## config.mk

```make
export PLATFORM = sky130hd
export DESIGN_NAME = memory_burst_controller_flat
export DESIGN_NICKNAME = d
export VERILOG_FILES = /design/src/rtl/memory_burst_controller_if.sv /design/src/rtl/memory_burst_controller.sv /design/src/flat_wrapper.sv
export SDC_FILE = /design/constraint.sdc
export NUM_CORES = 1
export LEC_CHECK = 0
export CELL_PAD_IN_SITES_DETAIL_PLACEMENT = 2
export CELL_PAD_IN_SITES_GLOBAL_PLACEMENT = 2
export CORE_ASPECT_RATIO = 1.75
export CORE_MARGIN = 5
export CORE_UTILIZATION = 32
export DETAILED_ROUTE_END_ITERATION = 7
export PLACE_DENSITY = 0.89
export SYNTH_ARGS = -nofsm -noshare
export SYNTH_HDL_FRONTEND = slang
export SYNTH_SLANG_ARGS = --single-unit
```

## constraint.sdc

```tcl
create_clock -name clk -period 4.3 [get_ports clk]
set_clock_uncertainty 0.1 [all_clocks]
set_input_delay 0.86 -clock clk [delete_from_list [all_inputs] [get_ports clk]]
set_output_delay 0.86 -clock clk [all_outputs]
set_load 0.02 [all_outputs]
```

## src/rtl/memory_burst_controller_if.sv

```systemverilog
// memory_burst_controller_if: request/response bundle between requesters and the burst controller
interface memory_burst_controller_if #(
  parameter int DATA_WIDTH  = 8,
  parameter int ADDR_WIDTH  = 32,
  parameter int MAX_BYTES   = 8,
  parameter int NUM_READ_CH = 3
);
  localparam int LEN_WIDTH = $clog2(MAX_BYTES + 1);
  logic [NUM_READ_CH-1:0]            rdReq;
  logic [NUM_READ_CH*ADDR_WIDTH-1:0] rdAddr;
  logic [NUM_READ_CH*LEN_WIDTH-1:0]  rdLen;
  logic [NUM_READ_CH-1:0]            rdGrant;
  logic [MAX_BYTES*DATA_WIDTH-1:0]   rdData;
  logic [NUM_READ_CH-1:0]            rdDone;
  logic                              rdError;
  logic                              wrReq;
  logic [ADDR_WIDTH-1:0]             wrAddr;
  logic [LEN_WIDTH-1:0]              wrLen;
  logic [MAX_BYTES*DATA_WIDTH-1:0]   wrData;
  logic                              wrBusy;
  logic                              wrDone;
  logic                              wrError;
  modport master (
    output rdReq, rdAddr, rdLen, wrReq, wrAddr, wrLen, wrData,
    input  rdGrant, rdData, rdDone, rdError, wrBusy, wrDone, wrError
  );
  modport slave (
    input  rdReq, rdAddr, rdLen, wrReq, wrAddr, wrLen, wrData,
    output rdGrant, rdData, rdDone, rdError, wrBusy, wrDone, wrError
  );
endinterface

```

## src/rtl/memory_burst_controller.sv

```systemverilog
// memory_burst_controller: round-robin multi-channel burst reader and single burst writer over a dual-port RAM
module memory_burst_controller #(
  parameter int DATA_WIDTH  = 8,
  parameter int ADDR_WIDTH  = 32,
  parameter int MAX_BYTES   = 8,
  parameter int NUM_READ_CH = 3
) (
  input logic clk,
  input logic resetN,
  memory_burst_controller_if.slave bus
);
  localparam int LEN_WIDTH = $clog2(MAX_BYTES + 1);
  localparam int BW = MAX_BYTES * DATA_WIDTH;
  localparam int CW = NUM_READ_CH > 1 ? $clog2(NUM_READ_CH) : 1;
  typedef enum logic [1:0] {IDLE, RUN, DONE} state_t;
  state_t rd_st, wr_st;
  logic [DATA_WIDTH-1:0] mem [0:(64'd1 << ADDR_WIDTH) - 1];
  logic [DATA_WIDTH-1:0] q, wdata;
  logic re, we, rd_v, pick_ok, rd_ok, wr_ok;
  logic [ADDR_WIDTH-1:0] raddr, waddr, sel_addr;
  logic [LEN_WIDTH-1:0] rd_rem, wr_rem, sel_len;
  logic [CW-1:0] rd_ptr, pick, idx;
  logic [BW-1:0] rd_acc, wsh, acc_next;
  // registered-read RAM: a same-edge write is not visible to the read
  always_ff @(posedge clk) begin
    if (we) mem[waddr] <= wdata;
    if (re) q <= mem[raddr];
  end
  always_comb begin
    pick_ok = 1'b0;
    pick = rd_ptr;
    idx = '0;
    sel_addr = '0;
    sel_len = '0;
    for (int i = NUM_READ_CH - 1; i >= 0; i--) begin
      idx = CW'((int'(rd_ptr) + i) % NUM_READ_CH);
      if (bus.rdReq[idx]) begin
        pick_ok = 1'b1;
        pick = idx;
      end
    end
    for (int i = 0; i < NUM_READ_CH; i++)
      if (CW'(i) == pick) begin
        sel_addr = bus.rdAddr[i*ADDR_WIDTH +: ADDR_WIDTH];
        sel_len = bus.rdLen[i*LEN_WIDTH +: LEN_WIDTH];
      end
  end
  assign rd_ok = sel_len != '0 && sel_len <= LEN_WIDTH'(MAX_BYTES);
  assign wr_ok = bus.wrLen != '0 && bus.wrLen <= LEN_WIDTH'(MAX_BYTES);
  assign acc_next = {rd_acc[BW-DATA_WIDTH-1:0], q};
  assign wdata = wsh[BW-1 -: DATA_WIDTH];
  always_ff @(posedge clk or negedge resetN) begin
    if (!resetN) begin
      rd_st <= IDLE;
      rd_ptr <= '0;
      re <= 1'b0;
      rd_v <= 1'b0;
      raddr <= '0;
      rd_rem <= '0;
      rd_acc <= '0;
      bus.rdGrant <= '0;
      bus.rdData <= '0;
      bus.rdDone <= '0;
      bus.rdError <= 1'b0;
    end else begin
      case (rd_st)
        IDLE: if (pick_ok) begin
          bus.rdGrant <= NUM_READ_CH'(1) << pick;
          rd_ptr <= pick == CW'(NUM_READ_CH - 1) ? '0 : pick + 1'b1;
          rd_acc <= '0;
          rd_v <= 1'b0;
          if (rd_ok) begin
            re <= 1'b1;
            raddr <= sel_addr;
            rd_rem <= sel_len - 1'b1;
            rd_st <= RUN;
          end else begin
            bus.rdDone <= NUM_READ_CH'(1) << pick;
            bus.rdError <= 1'b1;
            rd_st <= DONE;
          end
        end
        RUN: begin
          // two-stage pipe: address out, RAM register, then capture
          rd_v <= re;
          if (re && rd_rem != '0) begin
            raddr <= raddr + 1'b1;
            rd_rem <= rd_rem - 1'b1;
          end else begin
            re <= 1'b0;
          end
          if (rd_v) rd_acc <= acc_next;
          if (rd_v && !re) begin
            bus.rdData <= acc_next;
            bus.rdDone <= bus.rdGrant;
            rd_st <= DONE;
          end
        end
        default: begin
          bus.rdDone <= '0;
          bus.rdError <= 1'b0;
          bus.rdGrant <= '0;
          rd_v <= 1'b0;
          rd_st <= IDLE;
        end
      endcase
    end
  end
  always_ff @(posedge clk or negedge resetN) begin
    if (!resetN) begin
      wr_st <= IDLE;
      we <= 1'b0;
      waddr <= '0;
      wr_rem <= '0;
      wsh <= '0;
      bus.wrBusy <= 1'b0;
      bus.wrDone <= 1'b0;
      bus.wrError <= 1'b0;
    end else begin
      case (wr_st)
        IDLE: if (bus.wrReq) begin
          if (wr_ok) begin
            we <= 1'b1;
            waddr <= bus.wrAddr;
            wr_rem <= bus.wrLen - 1'b1;
            wsh <= bus.wrData << (DATA_WIDTH * (MAX_BYTES - int'(bus.wrLen)));
            bus.wrBusy <= 1'b1;
            wr_st <= RUN;
          end else begin
            bus.wrDone <= 1'b1;
            bus.wrError <= 1'b1;
            wr_st <= DONE;
          end
        end
        RUN: if (wr_rem != '0) begin
          waddr <= waddr + 1'b1;
          wr_rem <= wr_rem - 1'b1;
          wsh <= wsh << DATA_WIDTH;
        end else begin
          we <= 1'b0;
          bus.wrBusy <= 1'b0;
          bus.wrDone <= 1'b1;
          wr_st <= DONE;
        end
        default: begin
          bus.wrDone <= 1'b0;
          bus.wrError <= 1'b0;
          wr_st <= IDLE;
        end
      endcase
    end
  end
endmodule

```

## src/flat_wrapper.sv

```systemverilog
// flat-port wrapper written by rule: the top's interface ports become plain ports
module memory_burst_controller_flat 
#(
  parameter int DATA_WIDTH  = 8,
  parameter int ADDR_WIDTH  = 32,
  parameter int MAX_BYTES   = 8,
  parameter int NUM_READ_CH = 3
)
  (clk, resetN, bus_rdReq, bus_rdAddr, bus_rdLen, bus_wrReq, bus_wrAddr, bus_wrLen, bus_wrData, bus_rdGrant, bus_rdData, bus_rdDone, bus_rdError, bus_wrBusy, bus_wrDone, bus_wrError);
  memory_burst_controller_if #(.DATA_WIDTH(DATA_WIDTH), .ADDR_WIDTH(ADDR_WIDTH), .MAX_BYTES(MAX_BYTES), .NUM_READ_CH(NUM_READ_CH)) bus_i ();
  input logic clk;
  input logic resetN;
  input wire logic [$bits(bus_i.rdReq)-1:0] bus_rdReq;
  input wire logic [$bits(bus_i.rdAddr)-1:0] bus_rdAddr;
  input wire logic [$bits(bus_i.rdLen)-1:0] bus_rdLen;
  input wire logic [$bits(bus_i.wrReq)-1:0] bus_wrReq;
  input wire logic [$bits(bus_i.wrAddr)-1:0] bus_wrAddr;
  input wire logic [$bits(bus_i.wrLen)-1:0] bus_wrLen;
  input wire logic [$bits(bus_i.wrData)-1:0] bus_wrData;
  output wire logic [$bits(bus_i.rdGrant)-1:0] bus_rdGrant;
  output wire logic [$bits(bus_i.rdData)-1:0] bus_rdData;
  output wire logic [$bits(bus_i.rdDone)-1:0] bus_rdDone;
  output wire logic [$bits(bus_i.rdError)-1:0] bus_rdError;
  output wire logic [$bits(bus_i.wrBusy)-1:0] bus_wrBusy;
  output wire logic [$bits(bus_i.wrDone)-1:0] bus_wrDone;
  output wire logic [$bits(bus_i.wrError)-1:0] bus_wrError;
  assign bus_i.rdReq = bus_rdReq;
  assign bus_i.rdAddr = bus_rdAddr;
  assign bus_i.rdLen = bus_rdLen;
  assign bus_i.wrReq = bus_wrReq;
  assign bus_i.wrAddr = bus_wrAddr;
  assign bus_i.wrLen = bus_wrLen;
  assign bus_i.wrData = bus_wrData;
  assign bus_rdGrant = bus_i.rdGrant;
  assign bus_rdData = bus_i.rdData;
  assign bus_rdDone = bus_i.rdDone;
  assign bus_rdError = bus_i.rdError;
  assign bus_wrBusy = bus_i.wrBusy;
  assign bus_wrDone = bus_i.wrDone;
  assign bus_wrError = bus_i.wrError;
  memory_burst_controller #(.DATA_WIDTH(DATA_WIDTH), .ADDR_WIDTH(ADDR_WIDTH), .MAX_BYTES(MAX_BYTES), .NUM_READ_CH(NUM_READ_CH)) u_core (.clk(clk), .resetN(resetN), .bus(bus_i));
endmodule
```

==> impl_metrics.toml, run 1 <==
[run_status]
status = "complete, no violations"

[floorplan]
dieHeight_um = 282.0
io-pin-count = 288
coreArea_um2 = 41740
die_w_um = 165.4
dieArea_um2 = 46640
start_util = 0.3240
rows = 99

[logic_synthesis]
yosysSeqAreaShare = 0.5029
synth_seq_cells = 267
netlist_area_um2 = 13530
synthTopCellsByArea = "dfrtp_1, mux2_2, nand2_1"
synth_edf_count = 24
synth_top_area_cell = "dfrtp_1"
synth_cells = 1394
netlist_top_cells_count = "dfrtp_1, nand2_1, nor2_1"
syn_nets = 1616
synth_ff_type = "dfrtp_1"
synthDistinctLibCells = 63
synth_top_area_share = 0.4496
synth_most_common_cell = "dfrtp_1"
syn_avg_cell_area_um2 = 9.703
async_flop_share = 0.9101
yosysWarnings = 0

[detailed_routing]
drt-initial-drc-count = 580
viasPerCell = 5.496
wl_met2_mm = 26.03
antenna_left = 0
drc_errors = 0
avgRoutedWirePerCell_um = 22.31
wirelength_mm = 47.58
wl_met3_mm = 1.767
first_pass_iters = 5
vias = 11720
topRoutingLayerUsed = "met5"
wl_met1_mm = 17.83

[critical_path]
slowest_stage = "ha_1"
crit_buf_inv = 2
path_class = "reg2reg"
path_depth = 13
cp_cell_sequence = "inv_1 -> ha_1 -> and2_0 -> o32ai_1 -> o221ai_1 -> a22o_1 -> buf_4 -> o21ai_0 -> a21o_1 -> o21ai_0 -> ha_1 -> or2_2 -> a311oi_2"
r2r_cells = 13
r2r_end = "u_core.rd_rem[2]"
critPathMaxStageDelay_ns = 0.46
rrSetupSlack_ns = 0.30
arrival_ns = 4.34
end_kind = "flip-flop"
r2r-start = "u_core.rd_ptr[0]"
critPathMaxFanout = 10
startpoint_type = "flip-flop"
worstPathRequired_ns = 4.65
critPathTopFamily = "compound AO/OA/AOI/OAI gates"

[global_route]
grtUsageTotal = 0.2017
first_global_vias = 13270
antenna_found_initial = 3
grt_max_degree = 96
grt-ovfl-total = 0
grt_pass1_wl_mm = 75.20

[timing]
fin_tns_setup_ns = 0
rsz0062_at_grt = "no"
setup_viol_count_final = 0
post-route-min-period_ns = 3.997
max_clock_freq_mhz = 250.2
hold_ws_ns = 0.2363
hold_violations = 0
slew-limit-headroom = 0.1795
slew_viol_final = 0
max_slew.worst_pin.slew_ns = 1.221
post-route-period-util = 0.9294

[clocking]
cts-root-buf = "clkbuf_16"
cts_setup_buffers = 0
cts_tree = "yes"
cts-buffers-inserted = 27
cts_buffer_depth = 3
cts.sinks = 267
clkSlewWorstSetupHoldPaths_ns = 0.07
cts_hold_buffers = 0
ctsHtreeMaxLevel = 1
cts_resized = 0
worstSkewPairLatency_ns = 0.56

[placement]
hpwl_mm = 33.52
finalWeightedCongestion = 0.8537
port_buffers = 194

[power]
p_leak_nw = 7.094
ir_worst_vdd_mv = 0.2816
powerDensity_nw_per_um2 = 617.7

[hold_path]
min_path_type = "in2async"

[flow_run]
cap_violations = 0

[final_layout]
fin_nets = 1778
drive_gt1_frac = 0.1256
area_delta_synth_final_pct = 26.12
## worst max-delay path by stage
stage	startpoint	end	slack [ns]
2_1_floorplan	bus_wrLen[0]	u_core.wsh[52]	0.60
3_3_place_gp	bus_rdReq[1]	u_core.rd_rem[2]	0.31
3_5_place_dp	bus_rdReq[1]	u_core.rd_rem[2]	0.001
4_1_cts	u_core.rd_ptr[0]	u_core.rd_rem[2]	0.33
5_1_grt	u_core.rd_ptr[0]	u_core.rd_rem[2]	0.07
6_report	u_core.rd_ptr[0]	u_core.rd_rem[2]	0.30
## registers in the layout, summed over array words and instances, names as in the netlist, 8 cells and up
| register | flops |
|---|---|
| u_core.bus.rdData | 64 |
| u_core.mem | 8 |
| u_core.mem[-1] | 8 |
| u_core.q | 8 |
| u_core.rd_acc | 56 |
| u_core.waddr | 32 |
| u_core.wsh | 64 |
## placed cells by master (no fill, tap or decap), types with 24 or more instances in the layout
cell             count
dfrtp_1            243
nand2_1            205
clkdlybuf4s50_1    192
nor2_1             164
o21ai_0            130
mux2_2              97
a21oi_1             78
mux2i_1             69
buf_4               38
a222oi_1            29
a221oi_1            28
clkbuf_16           27
edfxtp_1            24
## routing by layer
| layer | GRT usage | up-vias |
|---|---|---|
| met5 | 0 | - |
| met4 | 0.07981 | 6 |
| met3 | 0.02209 | 108 |
| met2 | 0.3902 | 294 |
| met1 | 0.2200 | 5956 |
| li1 | - | 5359 |
## cells by family after synthesis
family / share of synthesized area
AND/OR/NAND/NOR: 0.1486
AO/OA/AOI/OAI: 0.1711
flip-flops: 0.5029
multiplexers: 0.1335
buffers and inverters: 0.03460
adder cells (fa/ha/maj): 0.007401
XOR/XNOR: 0.001943
## area by class of cell
class	count	area, um^2
tap	555	694.4
sequential	267	6802
fill	4460	24680
antenna	1	2.502
multi-input combinational	1005	6291
clock buffer	35	705.7
timing repair buffer	235	2302
inverter	20	75.07
clock inverter	15	186.4
## where the power goes
| part | leakage [nW] | switching, mW | internal [mW] |
|---|---|---|---|
| registers | 3.41 | 0.705 | 3.26 |
| clock network | 0.432 | 1.05 | 1.40 |
| logic | 3.25 | 2.55 | 1.57 |
## stage by stage
| stage | utilization | setup WS, ns | instances | area [um^2] | power [mW] |
|---|---|---|---|---|---|
| final | 0.4087 | 0.3034 | 2133 | 17060 | 10.54 |
| after global routing | 0.4086 | 0.06710 | 2132 | 17060 | 11.23 |
| after CTS | 0.4086 | 0.3287 | 2132 | 17060 | 10.68 |
| after detailed placement | 0.3872 | 0.001203 | 2082 | 16160 | 8.092 |
| after global placement | 0.3872 | 0.3121 | 2082 | 16160 | 7.736 |
| after floorplan | - | 0.5994 | 1394 | 13530 | 6.482 |
(Power assumes the default switching activity.)
==> run 2: changes to the inputs <==
--- a/config.mk
+++ b/config.mk
@@ -11,6 +11,7 @@
 export CORE_MARGIN = 5
 export CORE_UTILIZATION = 32
 export DETAILED_ROUTE_END_ITERATION = 7
+export GPL_TIMING_DRIVEN = 0
 export PLACE_DENSITY = 0.89
 export SYNTH_ARGS = -nofsm -noshare
 export SYNTH_HDL_FRONTEND = slang
==> run 2 against run 1 <==
  * Clock power shrank 2%
  * Worst setup slack improved by 0.0049 ns
  * Combinational power rose by 11%
  * Die area is the same
  * Register-to-register slack gained 0.14 ns
  * Largest cell class unchanged
  * Flip-flop and latch count is the same
==> impl_metrics.toml, run 2 (same netlist as run 1, synthesis figures left out) <==
[critical_path]
arrival_ns = 4.31
crit_buf_inv = 5
cp_cell_sequence = "clkbuf_1 -> clkbuf_2 -> inv_1 -> ha_1 -> nand2b_1 -> and2_1 -> clkbuf_1 -> buf_1 -> nor2_1 -> mux2_2 -> a222oi_1 -> o21ai_0"
critPathMaxFanout = 10
path_class = "in2reg"
setup.worst_path.start = "bus_wrLen[0]"
path_depth = 12
r2r-start = "u_core.rd_ptr[0]"
critPathTopFamily = "buffers and inverters"
worstPathRequired_ns = 4.62
r2r_cells = 9
end_kind = "flip-flop"
endpoint = "u_core.wsh[61]"
r2r_end = "u_core.rd_acc[6]"
rrSetupSlack_ns = 0.44
slowest_stage = "buf_1"
startpoint_type = "primary input"
critPathMaxStageDelay_ns = 0.52
crit_path_frequent_cell = "clkbuf_1"

[floorplan]
coreArea_um2 = 41740
die_w_um = 165.4
io-pin-count = 288
start_util = 0.3240
rows = 99
dieHeight_um = 282.0
dieArea_um2 = 46640

[detailed_routing]
antenna_left = 0
wirelength_mm = 55.94
drt-initial-drc-count = 743
vias = 12440
first_pass_iters = 5
viasPerCell = 5.676
drc_errors = 0
avgRoutedWirePerCell_um = 25.52

[timing]
max_slew.worst_pin.slew_ns = 1.359
setup_viol_count_final = 0
rsz0062_at_grt = "no"
slew-limit-headroom = 0.08709
slew_viol_final = 0
post-route-period-util = 0.9283
max_clock_freq_mhz = 250.5
hold_violations = 0
fin_ws_ns = 0.3082
post-route-min-period_ns = 3.992
hold_ws_ns = 0.09703

[global_route]
antenna_found_initial = 2
grt-ovfl-total = 0
first_global_vias = 14830
grt_max_degree = 111
grt_pass1_wl_mm = 86.16
grtUsageTotal = 0.2377

[final_layout]
layout_common_cells = "dfrtp_1, nand2_1, clkdlybuf4s50_1, nor2_1, o21ai_0"
area_delta_synth_final_pct = 26.24
fin_nets = 1838
post-route-util = 0.4090
mostFrequentLayoutCell = "dfrtp_1"
drive_gt1_frac = 0.09786
reg.largest.list = "u_core.bus.rdData x64, u_core.wsh x64, u_core.rd_acc x56"

[clocking]
cts_hold_buffers = 0
cts_buffer_depth = 3
worstSkewPairLatency_ns = 0.56
cts_setup_buffers = 0
cts_resized = 1
cts-root-buf = "clkbuf_16"
cts-buffers-inserted = 26
ctsHtreeMaxLevel = 1
cts_tree = "yes"
clkSlewWorstSetupHoldPaths_ns = 0.07
cts.sinks = 267

[power]
powerDensity_nw_per_um2 = 638.9
power_mw = 10.91
p_leak_nw = 7.029
ir_worst_vdd_mv = 0.2934

[placement]
port_buffers = 192
finalWeightedCongestion = 0.9217
hpwl_mm = 42.33
post-place-ws_ns = -0.8247

[flow_run]
cap_violations = 0

[run_status]
status = "complete, no violations"

[hold_path]
min_path_type = "in2async"
==> run 2: worst min path at each step <==
stage / slack [ns] / end / depth (start not counted)
2_1_floorplan: 0.34 / u_core.mem[-1][0] / 0
5_1_grt: 0.10 / u_core.waddr[28] / 1
3_5_place_dp: 0.36 / u_core.mem[-1][4] / 0
4_1_cts: 0.09 / u_core.waddr[28] / 1
6_report: 0.1 / u_core.waddr[28] / 1
3_3_place_gp: 0.35 / u_core.mem[0][5] / 0
==> run 2: area by class of cell <==
cell class | count | area (um^2)
Inverter | 20 | 75.07
Antenna cell | 2 | 5.005
Clock buffer | 36 | 719.4
Tap cell | 555 | 694.4
Buffer | 102 | 401.6
Clock inverter | 11 | 138.9
Multi-Input combinational cell | 1005 | 6256
Timing Repair Buffer | 194 | 1982
Sequential cell | 267 | 6802
Fill cell | 4470 | 24670
==> run 2: per-layer routing <==
| layer | share of wire | global-route usage |
|---|---|---|
| met5 | 0 | 0 |
| met2 | 0.55 | 0.4629 |
| met4 | 0.072 | 0.1503 |
| met3 | 0.034 | 0.02282 |
| met1 | 0.34 | 0.2341 |
==> run 2: through the flow <==
stage               instances  area [um^2]  setup TNS (ns)
floorplan                1394        13530               0
global placement         2141        16140        -2063.10
detailed placement       2143        16200          -48.37
CTS                      2190        17060               0
global route             2192        17070               0
finish                   2192        17070               0
==> run 2: where the power goes <==
group	internal [mW]	total [mW]	switching [mW]	leakage, nW
Sequential	3.26	3.93	0.668	3.41
Clock	1.35	2.39	1.04	0.421
Combinational	1.58	4.59	3.01	3.19
Total	6.19	10.9	4.71	7.03
==> run 3: changes to the inputs <==
==> constraint.sdc (replaced) <==
create_clock -name clk -period 4.3 [get_ports clk]
set_clock_uncertainty 0.1 [all_clocks]
set_input_delay 0.86 -clock clk [delete_from_list [all_inputs] [get_ports clk]]
set_output_delay 0.86 -clock clk [all_outputs]
set_load 0.05 [all_outputs]
==> results of run 3 <==
The final DEF is identical to that of run 2. Status: complete, no violations.
Among the figures that moved: total power 10.91 mW -> 11.19 mW; worst IR drop on VDD 0.2934 mV -> 0.2941 mV
